**src/rtl/nave_ctrl.sv**
```systemverilog
// nave_ctrl: serve/play/pause sequencing and paddle motion for the breakout playfield.
// Motion is tick-paced, with a same-direction speed ramp and clamping at the screen edges.
module nave_ctrl #(
    parameter int TICK_DIV   = 416667,
    parameter int X_RESET    = 320,
    parameter int Y_NAVE     = 410,
    parameter int LARGURA    = 45,
    parameter int SCREEN_W   = 640,
    parameter int V_MIN      = 1,
    parameter int V_MAX      = 6,
    parameter int RAMP_TICKS = 8
) (
    input  logic       CLOCK_50,
    input  logic       resetNave,
    input  logic [3:0] keysout,
    input  logic       pausa,
    input  logic       bateu,
    input  logic       perdeu,
    input  logic [9:0] x_bola,
    output logic       iniciarBola,
    output logic [9:0] x_nave,
    output logic [9:0] y_nave,
    output logic [1:0] estado,
    output logic [2:0] velocidade,
    output logic [7:0] rebatidas
);
    localparam int TW = (TICK_DIV > 1) ? $clog2(TICK_DIV) : 1;
    localparam int RW = $clog2(RAMP_TICKS + 1);
    localparam logic [TW-1:0] TICK_LAST = TW'(TICK_DIV - 1);
    localparam logic [RW-1:0] RAMP_LAST = RW'(RAMP_TICKS);

    typedef enum logic [1:0] {SERVE = 2'b00, PLAY = 2'b01, PAUSED = 2'b10} state_t;
    typedef enum logic [1:0] {DIR_NONE = 2'b00, DIR_RIGHT = 2'b01, DIR_LEFT = 2'b10} dir_t;

    state_t        state_q, state_d, ret_q, ret_d;
    dir_t          dir_prev_q, dir_prev_d, dir;
    logic          demo_q, demo_d;
    logic          ini_q, ini_d;
    logic [1:0]    key_hist_q, key_hist_d;
    logic [TW-1:0] tick_q, tick_d;
    logic [RW-1:0] ramp_q, ramp_d, ramp_n;
    logic [9:0]    x_q, x_d;
    logic [2:0]    vel_q, vel_d, vel_n;
    logic [7:0]    hits_q, hits_d;

    logic          tick, serve_edge, demo_edge;
    logic [10:0]   x11, v11, center, bola, x_move;

    // Direction, ramped speed and clamped position that a tick would apply this cycle.
    always_comb begin
        tick       = (tick_q == TICK_LAST);
        serve_edge = keysout[2] & ~key_hist_q[0];
        demo_edge  = keysout[3] & ~key_hist_q[1];
        x11        = {1'b0, x_q};
        center     = x11 + 11'(LARGURA >> 1);
        bola       = {1'b0, x_bola};

        dir = DIR_NONE;
        if (demo_q) begin
            if (bola > center + 11'd2) begin
                dir = DIR_RIGHT;
            end else if (bola + 11'd2 < center) begin
                dir = DIR_LEFT;
            end
        end else if (keysout[0] & ~keysout[1]) begin
            dir = DIR_RIGHT;
        end else if (keysout[1] & ~keysout[0]) begin
            dir = DIR_LEFT;
        end

        ramp_n = '0;
        vel_n  = 3'(V_MIN);
        if (dir != DIR_NONE && dir == dir_prev_q) begin
            if (ramp_q + RW'(1) == RAMP_LAST) begin
                vel_n = (vel_q < 3'(V_MAX)) ? vel_q + 3'd1 : vel_q;
            end else begin
                ramp_n = ramp_q + RW'(1);
                vel_n  = vel_q;
            end
        end

        v11    = {8'd0, vel_n};
        x_move = x11;
        case (dir)
            DIR_RIGHT: x_move = (x11 + 11'(LARGURA) + v11 > 11'(SCREEN_W)) ?
                                11'(SCREEN_W - LARGURA) : x11 + v11;
            DIR_LEFT:  x_move = (x11 < v11) ? 11'd0 : x11 - v11;
            default:   x_move = x11;
        endcase
    end

    // Game flow: pausa dominates; a lost ball recentres even on a motion tick.
    always_comb begin
        state_d    = state_q;
        ret_d      = ret_q;
        dir_prev_d = dir_prev_q;
        demo_d     = demo_q;
        ini_d      = 1'b0;
        key_hist_d = keysout[3:2];
        tick_d     = tick_q;
        ramp_d     = ramp_q;
        x_d        = x_q;
        vel_d      = vel_q;
        hits_d     = hits_q;

        if (state_q != PAUSED) begin
            tick_d = tick ? '0 : tick_q + TW'(1);
        end

        case (state_q)
            SERVE, PLAY: begin
                if (pausa) begin
                    state_d = PAUSED;
                    ret_d   = state_q;
                end else begin
                    if (demo_edge) begin
                        demo_d = ~demo_q;
                    end
                    if (tick) begin
                        x_d        = x_move[9:0];
                        vel_d      = vel_n;
                        ramp_d     = ramp_n;
                        dir_prev_d = dir;
                    end
                    if (state_q == SERVE && serve_edge) begin
                        state_d = PLAY;
                        ini_d   = 1'b1;
                    end
                    if (state_q == PLAY) begin
                        if (bateu && hits_q != 8'hFF) begin
                            hits_d = hits_q + 8'd1;
                        end
                        if (perdeu) begin
                            state_d    = SERVE;
                            x_d        = 10'(X_RESET);
                            vel_d      = 3'(V_MIN);
                            ramp_d     = '0;
                            hits_d     = '0;
                            dir_prev_d = DIR_NONE;
                        end
                    end
                end
            end
            PAUSED: begin
                if (!pausa) begin
                    state_d = ret_q;
                end
            end
            default: state_d = SERVE;
        endcase
    end

    always_ff @(posedge CLOCK_50 or posedge resetNave) begin
        if (resetNave) begin
            state_q    <= SERVE;
            ret_q      <= SERVE;
            dir_prev_q <= DIR_NONE;
            demo_q     <= 1'b0;
            ini_q      <= 1'b0;
            key_hist_q <= '0;
            tick_q     <= '0;
            ramp_q     <= '0;
            x_q        <= 10'(X_RESET);
            vel_q      <= 3'(V_MIN);
            hits_q     <= '0;
        end else begin
            state_q    <= state_d;
            ret_q      <= ret_d;
            dir_prev_q <= dir_prev_d;
            demo_q     <= demo_d;
            ini_q      <= ini_d;
            key_hist_q <= key_hist_d;
            tick_q     <= tick_d;
            ramp_q     <= ramp_d;
            x_q        <= x_d;
            vel_q      <= vel_d;
            hits_q     <= hits_d;
        end
    end

    assign iniciarBola = ini_q;
    assign x_nave      = x_q;
    assign y_nave      = 10'(Y_NAVE);
    assign estado      = state_q;
    assign velocidade  = vel_q;
    assign rebatidas   = hits_q;
endmodule

```
**config.mk**
```make
export PLATFORM = sky130hd
export DESIGN_NAME = nave_ctrl
export DESIGN_NICKNAME = d
export VERILOG_FILES = /design/src/rtl/nave_ctrl.sv
export SDC_FILE = /design/constraint.sdc
export NUM_CORES = 1
export LEC_CHECK = 0
export BUFFER_PORTS_ARGS = -buffer_cell sky130_fd_sc_hd__clkbuf_2
export CORE_MARGIN = 2
export CORE_UTILIZATION = 50
export CTS_BUF_LIST = sky130_fd_sc_hd__clkbuf_2
export DETAILED_ROUTE_END_ITERATION = 16
export PLACE_DENSITY = 0.68
export SETUP_SLACK_MARGIN = 0.2
export SLEW_MARGIN = 20
export SYNTH_ARGS = -nofsm -noshare
export SYNTH_HDL_FRONTEND = slang
export SYNTH_SLANG_ARGS = --single-unit
```
**constraint.sdc**
```tcl
create_clock -name CLOCK_50 -period 8.8 [get_ports CLOCK_50]
set_clock_uncertainty 0.2 [all_clocks]
set_input_delay 2.64 -clock CLOCK_50 [delete_from_list [all_inputs] [get_ports CLOCK_50]]
set_output_delay 2.64 -clock CLOCK_50 [all_outputs]
set_load 0.01 [all_outputs]
```
# Word-level counts from Yosys, hierarchy flattened
# Index checks and enable logic that the tools add are counted.
totals:
  output_inout_bits: 34
  regBits: 54
op_classes:
  addsub: 11
  n_eq_ne: 9
  bitwise: 10
  reduce_logical: 10
  n_lt_le_gt_ge: 5
  n_mux: 37
ops:
  columns: ["operator", "n"]
  rows:
  - ["two-way mux 10 bit", 5]
  - ["two-way mux 2 bit", 13]
  - ["two-way mux 4 bit", 5]
  - ["case mux 10 bit (2 select lines)", 1]
  - ["adder 19 x 1 -> 19 bit, second input constant", 1]
  - ["equality test 19 bit, second input constant", 1]
  - ["two-way mux 19 bit", 1]
  - ["two-way mux 3 bit", 6]
  - ["two-way mux 8 bit", 2]
  - ["adder 10 x 2 -> 11 bit, second input constant", 1]
  - ["adder 10 x 5 -> 11 bit, second input constant", 1]
  - ["adder 10 x 6 -> 11 bit, second input constant", 1]
  - ["adder 11 x 2 -> 11 bit, second input constant", 1]
  - ["adder 11 x 3 -> 11 bit", 1]
  - ["> comparator 10 x 11 -> 1 bit", 1]
  - ["> comparator 11 x 10 -> 1 bit, second input constant", 1]
  - ["less-than comparator 11 bit", 1]
  - ["adder 10 x 3 -> 10 bit", 1]
  - ["less-than comparator 10 x 3 -> 1 bit", 1]
  - ["subtractor 10 x 3 -> 10 bit", 1]
  - ["adder 8 x 1 -> 8 bit, second input constant", 1]
  - ["!= test 8 bit, second input constant", 1]
  - ["NOT 1 bit", 6]
  - ["adder 4 x 1 -> 4 bit, second input constant", 1]
  - ["17 further kinds", 27]

# Longest topological paths before layout
# Gate-level depths: netlist of run 1.
depth:
  word_depth: 15
  depth_mapped: 36
  ltp_nobuf: 34

# Worst setup path before layout of run 1
# No wires, ideal clock.
synth_timing:
  path_type: "in2reg"
  start: "input port x_bola[4]"
  end: "register x_q[5], in the netlist x_nave[5]"
  t_arrival_ns: 8.043
  required_ns: 8.534
  path_slack_ns: 0.491
  path_stages: 27
  n_path_buf: 1
  setup_time_ns: 0.066
  cell_sequence: "nand3_1 nor2_1 nand4_1 xnor2_1 ha_1 o211a_1 nand2_1 a2bb2oi_1 and2_1 a31oi_1 ha_1 inv_1 o31a_4 nand2_1 or3_1 ha_1 clkbuf_1 inv_1 fa_1 a21o_1 a21oi_1 o2bb2ai_1 o2111ai_1 a2111oi_0 o31ai_1 o21ai_0 a22o_1"
synth_between:
  elab_chain_cells: 15
synth_rtl:
  columns: ["element", "line", "rtl"]
  rows:
  - ["start: declaration", "19", "input logic [9:0] x_bola,"]
  - ["adder 10 x 2 -> 11 bit", "62", "end else if (bola + 11'd2 < center) begin"]
  - ["less-than comparator 11 bit", "62", null]
  - ["two-way mux 2 bit", "62", null]
  - ["two-way mux 2 bit *", "60", "if (bola > center + 11'd2) begin"]
  - ["two-way mux 2 bit *", "59", "if (demo_q) begin"]
  - ["equality test 2 bit or nonzero test 2 bit (tied branches)", "73", "if (dir != DIR_NONE && dir == dir_prev_q) begin"]
  - ["logical AND 1 bit", "73", null]
  - ["two-way mux 3 bit", "73", null]
  - ["adder 11 x 3 -> 11 bit", "85", "DIR_RIGHT: x_move = (x11 + 11'(LARGURA) + v11 > 11'(SCREEN_W)) ?"]
  - ["> comparator 11 x 10 -> 1 bit", "85", null]
  - ["two-way mux 10 bit", "85", null]
  - ["case mux 10 bit (2 select lines) *", "84", "case (dir)"]
  - ["two-way mux 10 bit *", "119", "if (tick) begin"]
  - ["two-way mux 10 bit", "133", "if (perdeu) begin"]
  - ["two-way mux 10 bit *", "129", "if (state_q == PLAY) begin"]
  - ["end signal: assignment", "163", "x_q <= 10'(X_RESET);"]
  - ["end: declaration", "42", "logic [9:0] x_q, x_d;"]
# Every way passes the cells marked *; elsewhere a longest branch is shown, timed or not.
# A chain may end at the register's enable or synchronous reset.

# Worst setup path after layout of run 1
layout_timing:
  start: "input port x_bola[1]"
  end: "register x_q[0], in the netlist x_nave[0]"
# Same word-level chain as after synthesis.

==> results of run 1 <==
## routing by layer
layer,vias to the layer above,track usage [%]
met5,-,0
met4,0,7.90
met3,19,2.28
met2,137,38.2
met1,1965,29.3
li1,2069,-
## state kept, by name, summed over array words and instances (netlist names), 3 cells and up
signal      flops
x_nave         10
tick_q         19
velocidade      3
ramp_q          4
rebatidas       8
## per-stage QoR
| step | hold WS, ns | cell area [sq um] |
|---|---|---|
| after global placement | 0.275 | 5070 |
| after detailed placement | 0.275 | 5070 |
| after CTS | 0.314 | 5140 |
| after floorplan | 0.254 | 4790 |
| final | 0.311 | 5190 |
| after global routing | 0.338 | 5190 |
## synth_stat cells (4+ instances only)
library cell / instances
a21oi_1: 28
nor2_1: 64
and3_1: 7
o21ai_0: 24
nor4_1: 4
xor2_1: 25
fa_1: 4
or2_2: 4
o2111ai_1: 5
dfrtp_1: 51
nor3_1: 17
nor2b_1: 8
o31ai_1: 6
ha_1: 49
nand2_1: 43
nand3_1: 23
buf_4: 10
a21o_1: 5
inv_1: 35
o21ai_1: 5
xnor2_1: 27
a31oi_1: 4
a2111oi_0: 4
nor3b_1: 7
clkbuf_1: 9
and2_1: 5
a211oi_1: 5
nand4_1: 13
nand2b_1: 6
## logic make-up after synthesis
family / count (synthesis) / synth area share [%]
xor+xnor: 52 / 9.57
fa+ha+maj: 53 / 14.6
buf+inv: 60 / 5.73
compound gates: 122 / 17.4
flops: 54 / 28.5
mux: 1 / 0.237
other cells: 2 / 0.158
simple gates: 219 / 23.9
## final cells by class
type | instances | area, sq um
Fill cell | 850 | 4050
Multi-Input combinational cell | 457 | 3170
Sequential cell | 54 | 1360
Timing Repair Buffer | 52 | 285
Tap cell | 129 | 161
Inverter | 37 | 143
Clock inverter | 2 | 37.5
Clock buffer | 6 | 30.0
## how the worst max path moves through the flow
stage                     cells past startpoint   endpoint       from
final                                        28  x_nave[0]  x_bola[1]
after global routing                         33  x_nave[0]  x_nave[1]
after CTS                                    32  x_nave[5]  x_nave[1]
after detailed placement                     27  x_nave[5]  x_bola[1]
after global placement                       27  x_nave[7]  x_bola[1]
after floorplan                              27  x_nave[5]  x_bola[4]
## layout by cell type (no fill, tap or decap), drive strengths merged, types with 6 or more instances in the layout
cell / count
a21oi: 28
and3: 7
buf: 10
clkbuf: 48
conb: 10
dfrtp: 51
ha: 49
inv: 35
nand2: 43
nand2b: 6
nand3: 23
nand4: 13
nor2: 64
nor2b: 8
nor3: 19
nor3b: 7
o21ai: 29
o31ai: 6
xnor2: 27
xor2: 25
## worst register-to-register path, delay by kind of cell (launching register included)
kind | cells | cell delay [ns]
AO/OA/AOI/OAI | 13 | 2.51
adder cells (fa/ha/maj) | 5 | 1.71
buffers and inverters | 5 | 0.73
flip-flops | 1 | 0.54
AND/OR/NAND/NOR | 8 | 1.94
XOR/XNOR | 2 | 0.35
## where the power goes
part           switching, mW  internal [mW]
logic                  0.114         0.0827
registers             0.0350          0.272
clock network         0.0773         0.0490
## what timing repair did
action,in CTS,in global routing
endpoints found under the setup margin,0,10
gates resized for setup,0,7
buffers inserted,0,4
endpoints found under the hold margin,0,0
==> metrics, run 1 <==
status=completed; Net count, final=679; hold_buf cts=0; Crit-path slowest cell=fa_1; fin cells=737; Initial Util=51.5%; max-slew violations=0; Top delay family on crit path=compound AO/OA/AOI/OAI gates; Min Clock Period, post-route=8.05 ns; Top Ports=53; crit share post-route=91.5%; Fin. Hold Viols=0; Setup TNS Final=0 ns; cell taking the most area after synthesis=dfrtp_1; initial antenna violation count=0; Detail Route Antenna Nets=0; #FFs+latches synth=54; Cell Pwr Density=121 nW/um^2; Hold Crit Depth=1; vias per inst=5.69; vias=4190; data arrival time of the critical path=8.23 ns; drt wl/cell=15.0 microns; synth top area cells=dfrtp_1, ha_1, nor2_1; crit-path most repeated cell=ha_1; Place WS=0.207 ns; FF-to-FF End=x_nave[0]; Final Util=56.1%; Clock transition at path regs=0.27 ns; metal3 WL=476 microns; Max VDD drop=0.0972 mV; Max Used Layer=met4; ant diodes=0; Avg Inst Size Synth=8.45 sq um; Seq/Total Area, Yosys=28.5%; synthesized area=4760 sq um; core area=9240 sq um; Slew HR=33.5%; post-synth top area share=26.8%; Worst-Skew Late Latency=0.44 ns; vias in the first global route=4086; WL final=11100 microns; CTS H-tree lvls=2; Top FF cell, synth=dfrtp_1; DP Cell Count=725; critical path endpoint category=flip-flop; cts bufs inserted=5; cell row count=35; Crit Path Max Fanout=7; worst slew pin tran=0.972 ns; first-pass GRT wire length=18700 microns; Tot Pwr=0.629 mW; worst reg2reg setup slack=0.79 ns; Syn-to-layout area delta=8.99%; Post-synth EDFFs=0; initial DRC count=246; Data required, critical path=8.98 ns; Initial DRT Pass Iterations=5; PortBufs=42; WP buf/inv=5; Min-Delay Path Class=reg -> reg; Detailed Place HPWL=8580 microns; largest net degree at the start of global routing=55; Final Setup Violations=0; CTS tree=yes; met2 routed WL=5280 microns; die area=10300 sq um; Max Fclk=124 MHz; worst r2r src=x_nave[1]; Die Y=102 microns; Async SR Flop Fraction=100%; clk root buf=clkbuf_2; chip width=102 microns; clock tree buffer depth=2; critical path's largest stage delay=0.47 ns; share of layout cells above drive strength 1=14.0%; Total GRT Usage=22.3%; HP Start=tick_q[6]; Worst Hold End=tick_q[6]; CP Launch Type=primary input; RSZ-0062 raised after global routing=false; Post-Synthesis Cells=563; Synth Warn #=0; critical path type=in -> reg; gpl congestion=0.973; cells on worst reg2reg path=33; number of max-cap violations=0; leakage power total=2.32 nW; final setup margin=0.750 ns; DRC errors left=0; Congestion Overflow GR=0; met1 wire length=5020 microns; distinct cell type count after synthesis=71; CTS Sinks=54
Power figures use the tool's default switching activity.
==> run 2: changes to the inputs <==
--- a/config.mk
+++ b/config.mk
@@ -7,4 +7,6 @@
 export LEC_CHECK = 0
 export BUFFER_PORTS_ARGS = -buffer_cell sky130_fd_sc_hd__clkbuf_2
+export CAP_MARGIN = 40
+export CORE_ASPECT_RATIO = 0.5
 export CORE_MARGIN = 2
 export CORE_UTILIZATION = 50
==> constraint.sdc (replaced) <==
create_clock -name CLOCK_50 -period 8.8 [get_ports CLOCK_50]
set_clock_uncertainty 0.2 [all_clocks]
set_input_delay 0.44 -clock CLOCK_50 [delete_from_list [all_inputs] [get_ports CLOCK_50]]
set_output_delay 0.44 -clock CLOCK_50 [all_outputs]
set_load 0.01 [all_outputs]
==> run 2 against run 1 <==
  * Cell count down 0.95%
  * Worst setup slack worse by 0.0077 ns
  * Register-to-register slack worse by 0.05 ns
  * Worst hold slack worse by 0.077 ns
  * Clock power up 27%
  * Non-clock buffer count up 1
  * Via count down 0.24%
  * Highest routed layer unchanged
==> metrics, run 2 (same netlist as run 1, synthesis figures left out) <==
status=completed; CTS Sinks=54; share of layout cells above drive strength 1=13.1%; Final Setup Violations=0; FF-to-FF End=x_nave[7]; initial DRC count=331; chip width=142 microns; first-pass GRT wire length=18100 microns; critical path type=reg -> reg; leakage power total=2.33 nW; worst r2r src=x_nave[1]; initial antenna violation count=0; Setup crit end=x_nave[7]; Slew HR=53.2%; Net count, final=680; number of max-cap violations=0; Min-Delay Path Class=in -> reg; Initial DRT Pass Iterations=6; max-slew violations=0; crit-path most repeated cell=ha_1; fin cells=730; core area=9350 sq um; number of flip-flops under the largest register name=19; FF+latch area=1360 sq um; drt wl/cell=15.5 microns; Fin Hold WS=0.234 ns; critical path endpoint category=flip-flop; CTS H-tree lvls=2; CP Depth=32; vias per inst=5.73; largest net degree at the start of global routing=55; most common cell after layout, fill and taps aside=nor2_1; Max VDD drop=0.104 mV; Fin. Hold Viols=0; Top Ports=53; Data required, critical path=8.98 ns; DRC errors left=0; CTS tree=yes; WP buf/inv=4; CP Launch Type=flip-flop; critical path's largest stage delay=0.51 ns; Congestion Overflow GR=0; DP Cell Count=713; Detailed Place HPWL=8730 microns; Largest Register=tick_q; crit share post-route=91.6%; CP Launch Point=x_nave[1]; vias=4180; final setup margin=0.742 ns; Top delay family on crit path=compound AO/OA/AOI/OAI gates; gpl congestion=0.924; Place WS=0.485 ns; Worst-Skew Late Latency=0.45 ns; footprint of the multi-input gates=3170 sq um; Die Y=73.0 microns; Min Clock Period, post-route=8.06 ns; die area=10400 sq um; cts bufs inserted=5; Cell Pwr Density=127 nW/um^2; worst reg2reg setup slack=0.74 ns; cells on worst reg2reg path=32; cell row count=25; Setup TNS Final=0 ns; Crit Path Max Fanout=7; WL final=11300 microns; PortBufs=42; RSZ-0062 raised after global routing=false; clk root buf=clkbuf_2; Detail Route Antenna Nets=0; vias in the first global route=3663; Initial Util=50.9%; Layout fillers=890; Max Fclk=124 MHz; ant diodes=0; Clock transition at path regs=0.29 ns; worst slew pin tran=0.701 ns; clock tree buffer depth=2; Syn-to-layout area delta=9.73%; Crit-path slowest cell=or3b_1; most frequent cells in the layout=nor2_1, ha_1, dfrtp_1, clkbuf_2, nand2_1; data arrival time of the critical path=8.24 ns; Total GRT Usage=21.9%
run 2: cell type report:
type,instances,area share (%)
Clock buffer,5,0.479
Clock inverter,3,1.32
Inverter,37,2.66
Multi-Input combinational cell,457,60.8
Sequential cell,54,26.0
Tap cell,121,2.90
Timing Repair Buffer,53,5.85
run 2: worst min path at each step:
stage | startpoint | endpoint | slack [ns] | cells after the start
2_1_floorplan | ret_q[1] | ret_q[1] | 0.25 | 1
3_3_place_gp | ret_q[1] | ret_q[1] | 0.27 | 1
3_5_place_dp | ret_q[1] | ret_q[1] | 0.28 | 1
4_1_cts | bateu | rebatidas[0] | 0.21 | 3
5_1_grt | bateu | rebatidas[0] | 0.23 | 3
6_report | bateu | rebatidas[0] | 0.23 | 3
run 2: stage by stage:
stage / util (%) / power, mW / instance area, sq um
floorplan: - / 0.450 / 4790
global placement: 53.8 / 0.499 / 5030
detailed placement: 53.8 / 0.502 / 5030
CTS: 55.3 / 0.666 / 5180
global route: 55.8 / 0.703 / 5220
finish: 55.8 / 0.664 / 5220
run 2: worst register-to-register path: cells and delay by family, from the launching register on:
family | cells | cell delay, ns
adders and majority gates | 5 | 1.72
buffers and inverters | 4 | 0.58
DFF | 1 | 0.49
AOI/OAI and AO/OA | 14 | 2.70
and+or+nand+nor | 7 | 1.88
xor gates and xnor gates | 2 | 0.41
run 2: where the power goes:
part | total (mW) | switching [mW] | internal, mW
registers | 0.307 | 0.0356 | 0.272
clock network | 0.160 | 0.0832 | 0.0769
logic | 0.196 | 0.115 | 0.0807
total | 0.664 | 0.234 | 0.429
run 2: what timing repair did:
item,CTS,global route
hold buffers,5,0
hold endpoints to repair,55,0
resized for setup,0,6
endpoints found under the setup margin,0,10
setup buffers,0,4
run 2: per-layer routing:
metal / part of all wire, % / global-route usage (%) / wire length (microns) / vias up
li1: - / - / - / 2073
met1: 49 / 31.5 / 5540 / 1973
met2: 45 / 35.7 / 5110 / 123
met3: 4.9 / 2.89 / 559 / 11
met4: 1.0 / 4.44 / 114 / 0
met5: 0 / 0 / 0 / -
